$ cat config.mk
export PLATFORM = sky130hd
export DESIGN_NAME = tx_frame_sequencer_flat
export DESIGN_NICKNAME = d
export VERILOG_FILES = /design/src/rtl/sdr_pkg.sv /design/src/rtl/tx_frame_sequencer_if.sv /design/src/rtl/field_serializer.sv /design/src/rtl/tx_frame_sequencer.sv /design/src/flat_wrapper.sv
export SDC_FILE = /design/constraint.sdc
export NUM_CORES = 1
export LEC_CHECK = 0
export ABC_CLOCK_PERIOD_IN_PS = 3600
export CAP_MARGIN = 20
export CORE_MARGIN = 4
export CORE_UTILIZATION = 45
export CTS_BUF_LIST = sky130_fd_sc_hd__clkbuf_4 sky130_fd_sc_hd__clkbuf_8
export CTS_CLUSTER_SIZE = 10
export DETAILED_ROUTE_END_ITERATION = 10
export PLACE_DENSITY = 0.62
export SETUP_SLACK_MARGIN = 0.5
export SLEW_MARGIN = 20
export SYNTH_ARGS = -nofsm -noshare
export SYNTH_HDL_FRONTEND = slang
export SYNTH_SLANG_ARGS = --single-unit
$ cat constraint.sdc
create_clock -name clk -period 3.6 [get_ports clk]
set_clock_uncertainty 0.1 [all_clocks]
set_input_delay 0.72 -clock clk [delete_from_list [all_inputs] [get_ports clk]]
set_output_delay 0.72 -clock clk [all_outputs]
set_load 0.02 [all_outputs]
$ cat src/rtl/sdr_pkg.sv
// Shared definitions for the SDR transmit bit path: sequencer states,
// the default frame sync pattern and the payload word size.
package sdr_pkg;

   typedef enum logic [2:0] {
      ST_IDLE,
      ST_PREAMBLE,
      ST_SYNC,
      ST_LENGTH,
      ST_PAYLOAD,
      ST_GAP
   } tx_seq_state_t;

   localparam logic [31:0] DEFAULT_SYNC_WORD = 32'h1ACFFC1D;
   localparam int          WORD_BITS         = 32;

endpackage

$ cat src/rtl/tx_frame_sequencer_if.sv
// Single-bit valid/ready stream; the producer uses master, the consumer slave.
interface tx_frame_sequencer_if;

   logic valid;
   logic data;
   logic ready;

   modport master (output valid, output data, input ready);
   modport slave  (input valid, input data, output ready);

endinterface

$ cat src/rtl/field_serializer.sv
// MSB-first shift register for a header field of programmable bit count;
// shifts one position per accepted beat and flags the final bit.
module field_serializer #(
   parameter int W  = 32,
   parameter int CW = $clog2(W + 1)
) (
   input  logic          clk,
   input  logic          rst,
   input  logic          load,
   input  logic [W-1:0]  load_field,
   input  logic [CW-1:0] load_count,
   input  logic          shift,
   output logic          bit_out,
   output logic          last
);

   logic [W-1:0]  shreg;
   logic [CW-1:0] remaining;

   // A load wins over a shift so the next field can be queued on the final
   // beat of the current one without a bubble.
   always_ff @(posedge clk or negedge rst) begin
      if (!rst) begin
         shreg     <= '0;
         remaining <= '0;
      end else if (load) begin
         shreg     <= load_field;
         remaining <= load_count;
      end else if (shift && remaining != '0) begin
         shreg     <= {shreg[W-2:0], 1'b0};
         remaining <= remaining - CW'(1);
      end
   end

   assign bit_out = shreg[W-1];
   assign last    = (remaining == CW'(1));

endmodule

$ cat src/rtl/tx_frame_sequencer.sv
// Transmit frame sequencer: wraps packager payload bits with a generated
// preamble, sync word and length header, then closes with a zero-bit gap.
module tx_frame_sequencer
   import sdr_pkg::*;
#(
   parameter int          PREAMBLE_BITS = 32,
   parameter logic [31:0] SYNC_WORD     = DEFAULT_SYNC_WORD,
   parameter int          LEN_W         = 16,
   parameter int          GAP_BITS      = 8
) (
   input  logic                 clk,
   input  logic                 rst,
   input  logic                 start,
   input  logic [LEN_W-1:0]     frame_len,
   tx_frame_sequencer_if.slave  s_bus,
   tx_frame_sequencer_if.master m_bus,
   output logic                 busy,
   output logic                 done,
   output logic                 underrun
);

   localparam int WORD_LOG = $clog2(WORD_BITS);
   localparam int CNT_W    = LEN_W + WORD_LOG;
   localparam int SER_W    = (LEN_W > WORD_BITS) ? LEN_W : WORD_BITS;
   localparam int SER_CW   = $clog2(SER_W + 1);

   localparam logic [CNT_W-1:0] PRE_LAST = CNT_W'(PREAMBLE_BITS - 1);
   localparam logic [CNT_W-1:0] GAP_LAST = CNT_W'(GAP_BITS - 1);

   tx_seq_state_t     state;
   logic [CNT_W-1:0]  bit_cnt;
   logic [LEN_W-1:0]  len_q;
   logic [CNT_W-1:0]  pay_last;

   logic              m_valid;
   logic              m_data;
   logic              s_ready;
   logic              hs;

   logic              ser_bit;
   logic              ser_last;
   logic              ser_load;
   logic              ser_shift;
   logic [SER_W-1:0]  ser_field;
   logic [SER_CW-1:0] ser_count;

   // Counter is wide enough for the largest payload, so this never wraps.
   assign pay_last = {len_q, {WORD_LOG{1'b0}}} - CNT_W'(1);

   // Queue the sync word on the last preamble beat and the length field on
   // the last sync beat, so each header field is ready as its state begins.
   always_comb begin
      ser_load  = 1'b0;
      ser_field = '0;
      ser_count = '0;
      if (state == ST_PREAMBLE && hs && bit_cnt == PRE_LAST) begin
         ser_load  = 1'b1;
         ser_field = SER_W'(SYNC_WORD) << (SER_W - WORD_BITS);
         ser_count = SER_CW'(WORD_BITS);
      end else if (state == ST_SYNC && hs && ser_last) begin
         ser_load  = 1'b1;
         ser_field = SER_W'(len_q) << (SER_W - LEN_W);
         ser_count = SER_CW'(LEN_W);
      end
   end

   assign ser_shift = hs && (state == ST_SYNC || state == ST_LENGTH);

   field_serializer #(
      .W  (SER_W),
      .CW (SER_CW)
   ) u_field_serializer (
      .clk        (clk),
      .rst        (rst),
      .load       (ser_load),
      .load_field (ser_field),
      .load_count (ser_count),
      .shift      (ser_shift),
      .bit_out    (ser_bit),
      .last       (ser_last)
   );

   always_comb begin
      m_valid = 1'b0;
      m_data  = 1'b0;
      s_ready = 1'b0;
      case (state)
         ST_PREAMBLE: begin
            m_valid = 1'b1;
            m_data  = ~bit_cnt[0];
         end
         ST_SYNC, ST_LENGTH: begin
            m_valid = 1'b1;
            m_data  = ser_bit;
         end
         ST_PAYLOAD: begin
            m_valid = s_bus.valid;
            m_data  = s_bus.valid & s_bus.data;
            s_ready = m_bus.ready;
         end
         ST_GAP: begin
            m_valid = 1'b1;
         end
         default: begin
         end
      endcase
   end

   assign hs          = m_valid & m_bus.ready;
   assign m_bus.valid = m_valid;
   assign m_bus.data  = m_data;
   assign s_bus.ready = s_ready;
   assign busy        = (state != ST_IDLE);

   // Sequencer FSM; the bit counter restarts on every section change.
   always_ff @(posedge clk or negedge rst) begin
      if (!rst) begin
         state    <= ST_IDLE;
         bit_cnt  <= '0;
         len_q    <= '0;
         underrun <= 1'b0;
         done     <= 1'b0;
      end else begin
         done <= 1'b0;
         case (state)
            ST_IDLE: begin
               if (start) begin
                  len_q    <= frame_len;
                  underrun <= 1'b0;
                  bit_cnt  <= '0;
                  state    <= ST_PREAMBLE;
               end
            end
            ST_PREAMBLE: begin
               if (hs) begin
                  if (bit_cnt == PRE_LAST) begin
                     bit_cnt <= '0;
                     state   <= ST_SYNC;
                  end else begin
                     bit_cnt <= bit_cnt + CNT_W'(1);
                  end
               end
            end
            ST_SYNC: begin
               if (hs) begin
                  if (ser_last) begin
                     bit_cnt <= '0;
                     state   <= ST_LENGTH;
                  end else begin
                     bit_cnt <= bit_cnt + CNT_W'(1);
                  end
               end
            end
            ST_LENGTH: begin
               if (hs) begin
                  if (ser_last) begin
                     bit_cnt <= '0;
                     state   <= (len_q == '0) ? ST_GAP : ST_PAYLOAD;
                  end else begin
                     bit_cnt <= bit_cnt + CNT_W'(1);
                  end
               end
            end
            ST_PAYLOAD: begin
               if (m_bus.ready && !s_bus.valid) begin
                  underrun <= 1'b1;
               end
               if (hs) begin
                  if (bit_cnt == pay_last) begin
                     bit_cnt <= '0;
                     state   <= ST_GAP;
                  end else begin
                     bit_cnt <= bit_cnt + CNT_W'(1);
                  end
               end
            end
            ST_GAP: begin
               if (hs) begin
                  if (bit_cnt == GAP_LAST) begin
                     bit_cnt <= '0;
                     done    <= 1'b1;
                     state   <= ST_IDLE;
                  end else begin
                     bit_cnt <= bit_cnt + CNT_W'(1);
                  end
               end
            end
            default: begin
               bit_cnt <= '0;
               state   <= ST_IDLE;
            end
         endcase
      end
   end

endmodule
$ cat src/flat_wrapper.sv
// flat-port wrapper written by rule: the top's interface ports become plain ports
module tx_frame_sequencer_flat import sdr_pkg::*;
#(
   parameter int          PREAMBLE_BITS = 32,
   parameter logic [31:0] SYNC_WORD     = DEFAULT_SYNC_WORD,
   parameter int          LEN_W         = 16,
   parameter int          GAP_BITS      = 8
)
  (clk, rst, start, frame_len, busy, done, underrun, s_bus_valid, s_bus_data, s_bus_ready, m_bus_valid, m_bus_data, m_bus_ready);
  tx_frame_sequencer_if s_bus_i ();
  tx_frame_sequencer_if m_bus_i ();
  input  logic clk;
  input  logic rst;
  input  logic start;
  input  logic [LEN_W-1:0] frame_len;
  output logic busy;
  output logic done;
  output logic underrun;
  input wire logic [$bits(s_bus_i.valid)-1:0] s_bus_valid;
  input wire logic [$bits(s_bus_i.data)-1:0] s_bus_data;
  output wire logic [$bits(s_bus_i.ready)-1:0] s_bus_ready;
  output wire logic [$bits(m_bus_i.valid)-1:0] m_bus_valid;
  output wire logic [$bits(m_bus_i.data)-1:0] m_bus_data;
  input wire logic [$bits(m_bus_i.ready)-1:0] m_bus_ready;
  assign s_bus_i.valid = s_bus_valid;
  assign s_bus_i.data = s_bus_data;
  assign s_bus_ready = s_bus_i.ready;
  assign m_bus_valid = m_bus_i.valid;
  assign m_bus_data = m_bus_i.data;
  assign m_bus_i.ready = m_bus_ready;
  tx_frame_sequencer #(.PREAMBLE_BITS(PREAMBLE_BITS), .SYNC_WORD(SYNC_WORD), .LEN_W(LEN_W), .GAP_BITS(GAP_BITS)) u_core (.clk(clk), .rst(rst), .start(start), .frame_len(frame_len), .s_bus(s_bus_i), .m_bus(m_bus_i), .busy(busy), .done(done), .underrun(underrun));
endmodule
==> metrics <==
final setup violation count 0; P_int roughly 2.2 mW; Skew-Pair Late Insertion Delay 0.37 ns; kind of critical path reg -> reg; final core occ 54.6%; initial antenna violation count 0; Critical Path End Type flop; Post-Place Cells between 600 and 700; Synth Area per Inst approximately 8.7 sq um; switch share between 30% and 40%; Slew headroom a little over two fifths; Detailed Place HPWL between 7000 and 8000 um; setup TNS 0 ns; sequential share of power between 30% and 40%; pre-CTS WS 0.281 ns; CTS H-Tree Depth 3; # rows 36; DRT Pass-1 Iters 5; post-route insts no fill ~700; Synth-to-Final Area Change 17.6%; clock power share around a fifth; GR Util All Layers between 20% and 30%; Synth Flop Type dfrtp_1; fin. max-slew vios 0; fraction of layout instances using a drive strength above 1 approximately 15%; Ys Warns 0; Register Area approximately 0.002 sq mm; achievable clock frequency 0.311 GHz; Die Area 0.0119 sq mm; Initial Utilization a little under half; # diodes 0; Die Height around 110 um; post-synthesis adder-cell area fraction between 1 and 1.5%; CTS tree built; Cells after Synth 527; Clock Sinks 80; grt total ovfl 0; # DRC 0; commonest non-fill, non-tap cell in the layout nand2_1; CP startpoint kind flop; Max-Cap Viols 0; WL/cell about 16 um; Synth Register Bits 80; Nets 586; CTS Hold Bufs 0; Synth Area in Simple Gates between 20 and 30%; CP arrival ~3.4 ns; Vias a little under 4,000; pwr/cell area 671 mW/mm^2; Synth cell types 66; Net Sw Power 1.42 mW; ANT nets after route 0; via density per instance approximately 5.7; Mapped Area about 0.0046 sq mm; die width ~110 um; Ports 28; most frequent cells in the layout nand2_1, dfrtp_1, nor2_1; IO Port Bufs 27; largest net degree at the start of global routing 81; GPL Wtd Cong between 0.8 and 0.9; final WL 11,300 um; final hold vios 0; syn nets about 550; CORE AREA between 0.009 and 0.01 sq mm; Multi-input gate area 0.00235 sq mm; power share of the combinational group between 40% and 50%; final worst slack between 0.3 and 0.4 ns; CTS Buf Count 9; class of the worst hold path in -> async; outcome finished clean; Seq/Total Area, Yosys 43.7%; Fill cells around 900; largest family of logic cells by synthesized area simple AND/OR/NAND/NOR gates; Starting DRT DRC Count ~240; worst vdd ir between 300 and 400 uV; global-route wire length before repair 19,000 um; clock root cell clkbuf_8; leak pwr roughly 2.4 nW; Synth Area in Compound Gates between 10% and 20%; ys async rst share 100%; fin crit period between 3 and 4 ns; Reg2Reg Depth 12; vias in the first global route between 3,000 and 4,000; mux contribution to synthesized area between 1.5 and 2%; worst-margin pin slew 0.862 ns; area share of xor/xnor cells in the synthesized design between 4 and 5%; CP Data Required Time approximately 3.8 ns; unrepaired setup endpoints after global routing true; final period utilization about nine tenths; crit path max fanout 5; Post-synth EDFFs 0; clk slew on worst S/H paths approximately 0.080 ns; Bufs on Longest Clock Path 2
-- cell type report --
type | count | area share [%]
well taps | 133 | 3.09
clock buffers | 12 | 2.83
clock inverters | 4 | 0.999
inverters | 13 | 0.906
repair buffers | 60 | 11.2
multi-input cells | 396 | 43.7
flip-flops and latches | 80 | 37.3
-- cells in the mapped netlist (2+ instances only) --
cell      number  area (sq um)
o41ai_1        2          17.5
mux2i_1        9          90.1
nor4_4         2          42.5
inv_1         13          48.8
nor3_1        27           135
a32oi_1        3          26.3
nand2b_1       5          31.3
xnor2_1       13           114
nand3_1       14          70.1
or3_1          4          25.0
or4_4          2          22.5
xor2_1         8          70.1
and3_1         6          37.5
nand4_1        7          43.8
or2_2          2          12.5
a21oi_1       12          60.1
buf_6          6          67.6
nor4_1        17           106
and4_1         2          17.5
dfrtp_1       80          2000
and2_1         2          12.5
nor3b_1        6          45.0
a211oi_1       2          15.0
and2_2         2          15.0
o22ai_1        2          12.5
clkbuf_1      25          93.8
a211o_1        6          52.6
a21o_1        11          82.6
nor2_1        42           158
clkbuf_8       3          41.3
o21ai_0       40           200
ha_1           4          50.1
or2b_2         2          17.5
nand2_1      105           394
a31oi_1       10          62.6
-- power by group through the flow --
stage / sequential, mW / clock [mW] / combinational (mW)
floorplan: 1.17 / 0 / 1.05
global placement: 1.32 / 0 / 1.15
detailed placement: 1.33 / 0 / 1.17
CTS: 1.29 / 0.713 / 1.39
global route: 1.32 / 0.751 / 1.79
finish: 1.29 / 0.700 / 1.62
-- kinds of logic (layout without fill, tap and decap cells) --
logic type,after synthesis,count (layout)
compound gates,107,107
xor+xnor,21,21
fa+ha+maj,4,4
buf+inv,51,89
flops,80,80
mux,9,9
simple gates,255,255
-- metrics by stage --
stage               instance area, sq um  hold slack, ns  power, mW
floorplan                           4600           0.324       2.22
global placement                    4880           0.390       2.47
detailed placement                  4880           0.398       2.50
CTS                                 5220           0.417       3.39
global route                        5390           0.353       3.85
finish                              5390           0.295       3.61
-- flip-flops by register name, summed over array words and instances (netlist names) --
signal and cells:
u_core.state 3, u_core.len_q 16, u_core.done 1, u_core.underrun 1
u_core.u_field_serializer.remaining 6, u_core.u_field_serializer.shreg 32, u_core.bit_cnt 21
-- worst max-delay path, cell delays in order (launching register included) --
cell and delay [ns]:
dfrtp_1 0.44, inv_2 0.08, ha_2 0.17, or2b_4 0.30
or4_4 0.55, xnor2_2 0.17, a2111oi_4 0.25, nand4_2 0.19
a21boi_4 0.28, buf_4 0.17, clkbuf_16 0.12, nor2_1 0.03
a211o_1 0.26
-- repair_timing --
action | CTS | global route
setup endpoints to repair | 16 | 17
setup buffers | 9 | 12
cloned | 1 | 2
resized for setup | 10 | 6
pin swaps | 3 | 1
-- worst paths after layout --
check / startpoint / to / slack, ns
setup / recovery: u_core.len_q[1]$_DFFE_PN0P_ / u_core.bit_cnt[9]$_DFFE_PN0P_ / 0.38
max in group asynchronous: rst / u_core.len_q[3]$_DFFE_PN0P_ / 2.59
min in group clk: u_core.underrun$_DFFE_PN0P_ / u_core.underrun$_DFFE_PN0P_ / 0.42
setup reg to reg: u_core.len_q[1]$_DFFE_PN0P_ / u_core.bit_cnt[9]$_DFFE_PN0P_ / 0.38
hold / removal: rst / u_core.u_field_serializer.shreg[3]$_DFFE_PN0P_ / 0.29
hold reg to reg: u_core.underrun$_DFFE_PN0P_ / u_core.underrun$_DFFE_PN0P_ / 0.42
-- per-layer routing --
metal | share of wire (%) | track usage, % | up-vias
li1 | - | - | 1916
met1 | 48 | 28.9 | 1936
met2 | 45 | 31.6 | 97
met3 | 4.6 | 2.90 | 14
met4 | 1.7 | 7.75 | 0
met5 | 0 | 0 | -
Power figures use the tool's default switching activity.
==> edit 1 (same settings) <==
Make the reset (`rst`) synchronous in 2 clocked blocks.
--- a/src/rtl/field_serializer.sv
+++ b/src/rtl/field_serializer.sv
@@ -20,5 +20,5 @@
    // A load wins over a shift so the next field can be queued on the final
    // beat of the current one without a bubble.
-   always_ff @(posedge clk or negedge rst) begin
+   always_ff @(posedge clk) begin
       if (!rst) begin
          shreg     <= '0;
--- a/src/rtl/tx_frame_sequencer.sv
+++ b/src/rtl/tx_frame_sequencer.sv
@@ -114,5 +114,5 @@
 
    // Sequencer FSM; the bit counter restarts on every section change.
-   always_ff @(posedge clk or negedge rst) begin
+   always_ff @(posedge clk) begin
       if (!rst) begin
          state    <= ST_IDLE;
Check against the original RTL: differs if rst is asserted again (counterexample within 4 cycles, from zero or initial values and one cycle with rst low); with rst held inactive, the same outputs for 10 cycles.
==> edit 1 against the original RTL <==
- utilization down 1.4 points
- worst setup slack better by 0.21 ns
- non-clock buffer count down 20
- maximum frequency up 7.0%
- global-route usage down 1.6 points
- wire length down 9.0%
- count of clock-buffer cells in the layout down 2
- final area down 8.8%
- sequential cell count unchanged
- synthesized area down 6.3%
Power is not compared: it rests on default switching activity, and its combinational part moved more than twofold at a synthesized area within 25%.
==> edit 1: results (changes against the original RTL) <==
finalNetCount: 605  # +3.2%
grt_pass1_wl_um: 17400  # -8.4%
grt_pass1_vias: 3633  # -4.4%
run_status: "complete, no violations"
grt_use_met3: 0.0367  # +0.00773
holdCritPathClass: "reg2reg"
detail_route.first_pass.iterations: 4  # -1
ys_types: 55  # -17%
syn_inst: 564  # +7.0%
via_per_inst: 5.43  # -4.4%
setup_ws_ns: 0.595  # +0.211 ns
finalNonFillerCells: 713  # +2.1%
grtUsageMet1: 0.252  # -0.0371
crit_arrival_ns: 2.19  # -1.18 ns
r2r_cells: 9  # -3
dr.max_layer_used: "met4"
syn-num-nets: 590  # +6.7%
dp_slack_ns: 0.492  # +0.211 ns
post_cts_buffers: 0  # -9
met2_length_um: 4630  # -9.6%
crit_slowest_cell: "clkdlybuf4s50_1"
yosysSeqAreaShare: 0.373  # -0.0640
n_fill_cell: 922  # -0.43%
grt_max_degree: 47  # -42%
dpl_cell_area_mm2: 0.00467  # -4.2%
wl_per_cell_um: 14.4  # -11%
r2r_slack_ns: 0.68  # +0.30 ns
ys.flop_type: "dfxtp_1"
timing.slew.headroom: 0.640  # +0.215
met1_length_um: 5050  # -6.8%
wl_met3_um: 483  # -7.1%
timing.rr.end: "u_core.bit_cnt[18]$_SDFFE_PN0P_"
drtIter0Drc: 152  # -37%
path_max_fanout: 10  # +5
async_flop_share: 0  # -1.00
endpoint: "s_bus_ready"
grt_usage: 0.188  # -0.0156
[edit 1: changes by cell type after synthesis, moves of 8 or more]
cell,before,now
o21ai_0,40,30
dfxtp_1,0,80
a21boi_0,1,17
nand2_1,105,90
and2_1,2,15
mux2i_1,9,0
a31oi_1,10,2
dfrtp_1,80,0
a21oi_1,12,32
o21ai_1,1,12
nor2_1,42,57
[edit 1: final cells by class]
| class | instances | area share |
|---|---|---|
| Multi-Input combinational cell | 437 | 0.512 |
| Sequential cell | 80 | 0.326 |
| Timing Repair Buffer | 40 | 0.0769 |
| Tap cell | 129 | 0.0328 |
| Clock buffer | 10 | 0.0280 |
| Clock inverter | 6 | 0.0153 |
| Inverter | 11 | 0.00840 |
[edit 1: logic make-up after synthesis]
group                    after synthesis  share of synthesized area
AO/OA/AOI/OAI                        137                      0.207
XOR/XNOR                              23                     0.0469
adder cells (fa/ha/maj)                4                     0.0117
buffers and inverters                 47                     0.0455
flip-flops                            80                      0.373
multiplexers                           2                    0.00525
AND/OR/NAND/NOR                      271                      0.310
==> edit 2 (same settings) <==
Made on the original files. The package constant `WORD_BITS` goes from 32 to 64.
--- a/src/rtl/sdr_pkg.sv
+++ b/src/rtl/sdr_pkg.sv
@@ -13,5 +13,5 @@
 
    localparam logic [31:0] DEFAULT_SYNC_WORD = 32'h1ACFFC1D;
-   localparam int          WORD_BITS         = 32;
+   localparam int          WORD_BITS         = 64;
 
 endpackage
Behaviour: no difference found for any inputs over 10 cycles, from zero or initial values and one cycle with rst low; that may be too few to reach the edited logic, so the function may still have changed.
==> edit 2 against the original RTL <==
- sequential cell count increased by 34
- wire length is 35% higher
- power increased by 10%
- cell count is 27% higher
- worst setup slack gained 0.15 ns
- final area rose by 36%
- clock power grew 84%
- synthesized area grew 35%
- first-iteration DRC count rose by 76%
- critical path type unchanged
- highest routed layer unchanged
==> edit 2: results (changes against the original RTL) <==
cts-buffers-inserted: 17  # +8
run_status: "complete, no violations"
grt_pass1_vias: 5077  # +34%
synth_commonest_cells: "dfrtp_1, nand2_1, a21oi_1"
r2r_slack_ns: 0.53  # +0.15 ns
cts.htree.levels: 4  # +1
irDropWorstVdd_v: 0.000261  # -20%
syn-num-nets: 702  # +27%
ys_types: 62  # -6.1%
seqAreaFraction: 0.390  # +0.0173
grt_pass1_wl_um: 25800  # +36%
finalNetCount: 723  # +23%
p_per_area_mw_per_mm2: 543  # -19%
dp_cells: 842  # +28%
vias: 5208  # +31%
multi_input_area_share: 0.444  # +0.00719
num-nonclk-inverters: 12  # -1
drive_gt1_frac: 0.166  # +0.0193
buf_share: 0.0719  # -0.0405
syn_area_per_cell_um2: 9.15  # +5.3%
dpl_cell_area_mm2: 0.00663  # +36%
met2_length_um: 7010  # +37%
post_cts_buffers: 2  # -7
grtUsageMet1: 0.293  # +0.00357
dpl.hpwl_um: 9960  # +38%
==> edit 2: worst max-delay path: stages, from the launching register on <==
cell       delay, ns
dfrtp_1         0.38
inv_1           0.10
ha_4            0.22
xnor2_2         0.12
or4_4           0.51
a2111oi_4       0.23
and3_4          0.25
nand3_4         0.09
o31ai_4         0.27
buf_6           0.18
buf_8           0.15
a211oi_2        0.07
a221o_1         0.27
==> edit 2: logic make-up after synthesis <==
| family | Yosys count | share of synthesized area |
|---|---|---|
| xor gates and xnor gates | 17 | 0.0241 |
| and+or+nand+nor | 269 | 0.210 |
| AOI/OAI and AO/OA | 157 | 0.171 |
| muxes | 49 | 0.0823 |
| buffers and inverters | 66 | 0.0425 |
| DFF | 114 | 0.461 |
| adders and majority gates | 4 | 0.00809 |
==> edit 2: path summary, 6_finish.rpt <==
check | cells after the start | start | to
setup / recovery | 12 | u_core.len_q[1]$_DFFE_PN0P_ | u_core.bit_cnt[4]$_DFFE_PN0P_
max in group asynchronous | 2 | rst | u_core.bit_cnt[1]$_DFFE_PN0P_
hold / removal | 1 | rst | u_core.u_field_serializer.shreg[55]$_DFFE_PN0P_
min in group clk | 2 | u_core.u_field_serializer.shreg[0]$_DFFE_PN0P_ | u_core.u_field_serializer.shreg[0]$_DFFE_PN0P_
setup reg to reg | 12 | u_core.len_q[1]$_DFFE_PN0P_ | u_core.bit_cnt[4]$_DFFE_PN0P_
hold reg to reg | 2 | u_core.u_field_serializer.shreg[0]$_DFFE_PN0P_ | u_core.u_field_serializer.shreg[0]$_DFFE_PN0P_
==> edit 2: where the power goes <==
| group | leakage, nW | total [mW] | switching, mW | internal, mW |
|---|---|---|---|---|
| Combinational | 1.19 | 1.08 | 0.596 | 0.487 |
| Sequential | 1.55 | 1.61 | 0.220 | 1.39 |
| Clock | 0.214 | 1.29 | 0.574 | 0.711 |
